## config.mk

```make
export PLATFORM = sky130hd
export DESIGN_NAME = lcd_sign_render
export DESIGN_NICKNAME = d
export VERILOG_FILES = /design/src/rtl/lcd_sign_render.sv
export SDC_FILE = /design/constraint.sdc
export NUM_CORES = 1
export LEC_CHECK = 0
export CELL_PAD_IN_SITES_DETAIL_PLACEMENT = 0
export CELL_PAD_IN_SITES_GLOBAL_PLACEMENT = 1
export CORE_ASPECT_RATIO = 0.6
export CORE_MARGIN = 2
export CORE_UTILIZATION = 38
export CTS_CLUSTER_SIZE = 25
export DETAILED_ROUTE_END_ITERATION = 12
export PLACE_DENSITY = 0.79
export SLEW_MARGIN = 10
export SYNTH_ARGS = -nofsm -noshare
export SYNTH_HDL_FRONTEND = slang
export SYNTH_SLANG_ARGS = --single-unit
export TNS_END_PERCENT = 30
```

## constraint.sdc

```tcl
create_clock -name clk -period 3.15 [get_ports clk]
set_clock_uncertainty 0.15 [all_clocks]
set_input_delay 0.63 -clock clk [delete_from_list [all_inputs] [get_ports clk]]
set_output_delay 0.63 -clock clk [all_outputs]
set_load 0.01 [all_outputs]
```

## src/rtl/lcd_sign_render.sv

```systemverilog
// Raster-order sign bitmap renderer: ROM address walk, 1-bit to RGB565 expansion, 2-entry output buffer.
// Optional 2x2 pixel replication when SIGN_SCALE2_EN is defined.
module lcd_sign_render #(
   parameter int unsigned IMG_W      = 320,
   parameter int unsigned IMG_H      = 240,
   parameter int unsigned ADDR_WIDTH = 17,
   parameter logic [15:0] FG_COLOR   = 16'hFFE0,
   parameter logic [15:0] BG_COLOR   = 16'h0000
) (
   input  logic                  clk,
   input  logic                  rst,
   input  logic                  start,
   output logic                  busy,
   output logic                  done,
   output logic [ADDR_WIDTH-1:0] rom_addr,
   input  logic                  rom_data,
   output logic [15:0]           pix_data,
   output logic                  pix_valid,
   input  logic                  pix_ready,
   output logic                  pix_last
);

   localparam int unsigned XW = (IMG_W > 1) ? $clog2(IMG_W) : 1;
   localparam int unsigned YW = (IMG_H > 1) ? $clog2(IMG_H) : 1;

   typedef enum logic [1:0] {S_IDLE, S_RUN, S_DRAIN} state_t;

   state_t                state_q, state_d;
   logic [XW-1:0]         x_q, x_d;
   logic [YW-1:0]         y_q, y_d;
   logic [ADDR_WIDTH-1:0] row_q, row_d;
   logic [ADDR_WIDTH-1:0] addr_q, addr_d;
`ifdef SIGN_SCALE2_EN
   logic                  rx_q, rx_d;
   logic                  ry_q, ry_d;
`endif
   logic                  infl_q, infl_d;
   logic                  infl_last_q, infl_last_d;
   logic [1:0]            cnt_q, cnt_d;
   logic [15:0]           d0_q, d0_d, d1_q, d1_d;
   logic                  l0_q, l0_d, l1_q, l1_d;
   logic                  busy_q, busy_d;
   logic                  done_q, done_d;

   logic                  pop, push, room, issue, x_end, y_end, at_last;
   logic [15:0]           push_data;

   assign x_end = (x_q == XW'(IMG_W - 1));
   assign y_end = (y_q == YW'(IMG_H - 1));
`ifdef SIGN_SCALE2_EN
   assign at_last = x_end & y_end & rx_q & ry_q;
`else
   assign at_last = x_end & y_end;
`endif

   assign pop       = (cnt_q != 2'd0) & pix_ready;
   assign push      = infl_q;
   assign push_data = rom_data ? FG_COLOR : BG_COLOR;
   // The read in flight must be counted, otherwise a stalled sink could overflow the buffer.
   assign room  = ({1'b0, cnt_q} + {2'b00, infl_q} - {2'b00, pop}) < 3'd2;
   assign issue = (state_q == S_RUN) & room;

   always_comb begin
      state_d     = state_q;
      x_d         = x_q;
      y_d         = y_q;
      row_d       = row_q;
      addr_d      = addr_q;
`ifdef SIGN_SCALE2_EN
      rx_d        = rx_q;
      ry_d        = ry_q;
`endif
      infl_d      = issue;
      infl_last_d = issue & at_last;
      busy_d      = busy_q;
      done_d      = 1'b0;

      case (state_q)
         S_IDLE: begin
            if (start) begin
               state_d = S_RUN;
               busy_d  = 1'b1;
               x_d     = '0;
               y_d     = '0;
               row_d   = '0;
               addr_d  = '0;
`ifdef SIGN_SCALE2_EN
               rx_d    = 1'b0;
               ry_d    = 1'b0;
`endif
            end
         end
         S_RUN: begin
            if (issue) begin
               if (at_last) begin
                  state_d = S_DRAIN;
               end else begin
`ifdef SIGN_SCALE2_EN
                  // Each address twice, each row twice, before the row base moves on.
                  rx_d = ~rx_q;
                  if (rx_q) begin
                     if (x_end) begin
                        x_d  = '0;
                        ry_d = ~ry_q;
                        if (ry_q) begin
                           y_d   = y_q + 1'b1;
                           row_d = row_q + ADDR_WIDTH'(IMG_W);
                        end
                     end else begin
                        x_d = x_q + 1'b1;
                     end
                  end
`else
                  if (x_end) begin
                     x_d   = '0;
                     y_d   = y_q + 1'b1;
                     row_d = row_q + ADDR_WIDTH'(IMG_W);
                  end else begin
                     x_d = x_q + 1'b1;
                  end
`endif
                  addr_d = row_d + ADDR_WIDTH'(x_d);
               end
            end
         end
         S_DRAIN: begin
            if (pop && l0_q) begin
               state_d = S_IDLE;
               busy_d  = 1'b0;
               done_d  = 1'b1;
            end
         end
         default: state_d = S_IDLE;
      endcase
   end

   // Head always sits in entry 0; entry 1 only holds data while two pixels are buffered.
   always_comb begin
      cnt_d = cnt_q;
      d0_d  = d0_q;
      d1_d  = d1_q;
      l0_d  = l0_q;
      l1_d  = l1_q;
      case (cnt_q)
         2'd0: begin
            if (push) begin
               d0_d  = push_data;
               l0_d  = infl_last_q;
               cnt_d = 2'd1;
            end
         end
         2'd1: begin
            if (push && pop) begin
               d0_d = push_data;
               l0_d = infl_last_q;
            end else if (push) begin
               d1_d  = push_data;
               l1_d  = infl_last_q;
               cnt_d = 2'd2;
            end else if (pop) begin
               cnt_d = 2'd0;
            end
         end
         default: begin
            if (pop) begin
               d0_d = d1_q;
               l0_d = l1_q;
               if (push) begin
                  d1_d = push_data;
                  l1_d = infl_last_q;
               end else begin
                  cnt_d = 2'd1;
               end
            end
         end
      endcase
   end

   always_ff @(posedge clk) begin
      if (rst) begin
         state_q     <= S_IDLE;
         x_q         <= '0;
         y_q         <= '0;
         row_q       <= '0;
         addr_q      <= '0;
`ifdef SIGN_SCALE2_EN
         rx_q        <= 1'b0;
         ry_q        <= 1'b0;
`endif
         infl_q      <= 1'b0;
         infl_last_q <= 1'b0;
         cnt_q       <= '0;
         d0_q        <= '0;
         d1_q        <= '0;
         l0_q        <= 1'b0;
         l1_q        <= 1'b0;
         busy_q      <= 1'b0;
         done_q      <= 1'b0;
      end else begin
         state_q     <= state_d;
         x_q         <= x_d;
         y_q         <= y_d;
         row_q       <= row_d;
         addr_q      <= addr_d;
`ifdef SIGN_SCALE2_EN
         rx_q        <= rx_d;
         ry_q        <= ry_d;
`endif
         infl_q      <= infl_d;
         infl_last_q <= infl_last_d;
         cnt_q       <= cnt_d;
         d0_q        <= d0_d;
         d1_q        <= d1_d;
         l0_q        <= l0_d;
         l1_q        <= l1_d;
         busy_q      <= busy_d;
         done_q      <= done_d;
      end
   end

   assign busy      = busy_q;
   assign done      = done_q;
   assign rom_addr  = addr_q;
   assign pix_valid = (cnt_q != 2'd0);
   assign pix_data  = d0_q;
   assign pix_last  = l0_q & pix_valid;

endmodule

```

==> results.cfg <==
[status]
status = finished, final reports clean

[logic_synthesis]
synth_flop_cell = dfxtp_1
synth_edf_count = 0
netlist_instances = 392
seq_area_frac_synth_pct = 34.4
synth_common_cells = 56 x dfxtp_1, 53 x nor2_1, 35 x nand2_1
yosysMostFrequentCell = dfxtp_1
ys_types = 60
postSynthAreaPerCell_sq_um = 8.32
synth-async-reset-ratio_pct = 0
yosys.area.top_type = dfxtp_1
syn_area_sq_um = 3260
synth_area_leaders = dfxtp_1 34%, nor2_1 6.1%, xnor2_1 4.6%, a22oi_1 4.1%, nand2_1 4.0%
synth_top_area_share_pct = 34.4
yosys_warnings = 0
ys_ff_latch = 56

[route]
drt_iter0_markers = 220
post_drt_wl_per_cell_microns = 13.8
vias_per_cell = 5.05
via_count = 2784
wl_mm = 7.58
drc = 0
ant_nets = 0
drtPass1Iterations = 4

[run]
maxCapViolCount = 0

[floorplan]
rows = 26
core_area_sq_um = 8430
io_pins = 42
start_util_pct = 38.7
die-area_sq_um = 9370
die_height_microns = 75.8
dieWidth_microns = 124

[worst_setup_path]
cp-start-kind = primary input
r2r-end = row_q[13]$_SDFFE_PP0P_
crit_type = in -> reg
reg2reg_depth = 11
required_ns = 3.18
regToRegSetupSlack_ns = 0.11
r2r_start = cnt_q[0]$_SDFFE_PP0P_
cp.arrival_ns = 3.07
crit_fanout = 8
cp-end-kind = flop

[global_routing]
grt.busiest_layer = met1
grt_use_met2_pct = 24.8
overflow = 0
grt_pass1_wl_mm = 12.7
grt_use_met3_pct = 3.89
grt_usage_pct = 17.4
grt_max_degree = 43
antenna_found_initial = 0
met1_usage_pct = 25.9
grt_pass1_vias = 2574

[layout]
drive_above_1_share_pct = 16.2
antennaDiodeCount = 0
finalInstanceArea_sq_um = 4080
fin_util_pct = 48.4
synthToLayoutAreaGrowth_pct = 25.0
nets = 452

[cts]
clk_pin_slew_worst_paths_ns = 0.07
cts_root_buf = clkbuf_16
cts_buffers = 5
cts_max_path_buffers = 2
cts_hold_buf = 0
cts.sinks = 56
cts_tree = yes
clk_latency_ns = 0.30
cts-htree-levels = 2

[timing]
setup_violations = 0
rsz0062_at_grt = false
finalSetupTns_ns = 0
relSlewSlack_pct = 58.9
finalHoldViolations = 0
fin_crit_sh_pct = 96.7
worstMarginPinSlew_ns = 0.616
slew_violations = 0
finalCriticalPeriod_ns = 3.04
max_freq_mhz = 328

[place]
portBuffers = 36
placed_area_sq_um = 3810
post-dp-hpwl_mm = 5.41
globalplace.congestion = 0.815

[worst_hold_path]
min_from = rom_addr[14]$_SDFFE_PP0P_
worst_hold_path_type = reg -> reg
holdPathStages = 2
whs_endpoint = rom_addr[14]$_SDFFE_PP0P_

[power_and_ir_drop]
p_leak_nw = 1.56
powerDensity_nw_per_um2 = 390
peakVddDrop_uv = 188
==> sequential cells by signal, summed over array words and instances, names as in the netlist, 2 cells and up <==
register  count
rom_addr     17
row_q        11
x_q           8
y_q           8
cnt_q         2
state_q       2
==> final cells by class <==
cell class | count | area, sq um
Clock inverter | 2 | 35.0
Sequential cell | 56 | 1120
Timing Repair Buffer | 70 | 651
Tap cell | 112 | 140
Multi-Input combinational cell | 295 | 1960
Fill cell | 800 | 4350
Inverter | 10 | 37.5
Clock buffer | 6 | 129
==> placed cells by master, fill, tap and decap left out, types with 10 or more instances in the layout <==
cell and count:
a21oi_1 23, a22oi_1 13, buf_4 30, clkdlybuf4s50_1 35, dfxtp_1 55, inv_1 10, nand2_1 35, nand3_1 11
nor2_1 51, o21ai_0 17, xnor2_1 17, xor2_1 15
==> critical path: stages <==
cell	delay (ns)
clkbuf_2	0.09
nor2b_1	0.12
ha_1	0.28
nor2_2	0.10
fa_2	0.45
or3b_4	0.41
a221o_1	0.37
buf_6	0.16
bufbuf_16	0.26
a22oi_2	0.14
nor2_1	0.06
==> repair_timing <==
item | CTS | global route
setup buffers | 1 | 0
pin swaps | 8 | 5
gates cloned | 1 | 0
gates resized for setup | 15 | 5
setup endpoints to repair | 44 | 31
==> logic make-up after synthesis <==
kind of cell / count (synthesis) / synth area share, %
XOR/XNOR: 33 / 9.09
adder cells (fa/ha/maj): 9 / 3.68
AO/OA/AOI/OAI: 87 / 17.5
other: 1 / 0.115
flip-flops: 56 / 34.4
buffers and inverters: 46 / 7.71
multiplexers: 4 / 1.30
AND/OR/NAND/NOR: 156 / 26.2
==> routing by layer <==
metal  wire, microns  vias to the layer above
met5               0                        -
met4              85                        0
met3             330                        7
met2            3060                       35
met1            4100                     1292
li1                -                     1450
==> power by group <==
part	leakage, nW	total [mW]	internal, mW	switching [mW]
clock network	0.0808	0.638	0.375	0.263
registers	0.453	0.727	0.716	0.0112
logic	1.03	0.224	0.109	0.115
==> stage by stage <==
step                hold slack (ns)  setup slack [ns]  cells  total power, mW
floorplan                     0.286          -0.00943    397            0.855
global placement              0.289            -0.524    541            0.935
detailed placement            0.290            -0.527    541            0.936
CTS                           0.306           0.00881    551             1.61
global route                  0.320          0.000706    551             1.65
finish                        0.301             0.105    551             1.59
==> worst max-delay path by stage <==
stage                                     start                      to  slack (ns)  cells after the start
after floorplan                       pix_ready     x_q[4]$_SDFFE_PP0P_      -0.009                     10
after global placement                pix_ready  row_q[16]$_SDFFE_PP0P_       -0.52                     12
after detailed placement              pix_ready  row_q[12]$_SDFFE_PP0P_       -0.53                     11
after CTS                             pix_ready  row_q[13]$_SDFFE_PP0P_       0.009                     11
after global routing      cnt_q[0]$_SDFFE_PP0P_  row_q[13]$_SDFFE_PP0P_      0.0007                     11
final                                 pix_ready  row_q[13]$_SDFFE_PP0P_        0.11                     11
(Power assumes the default switching activity.)
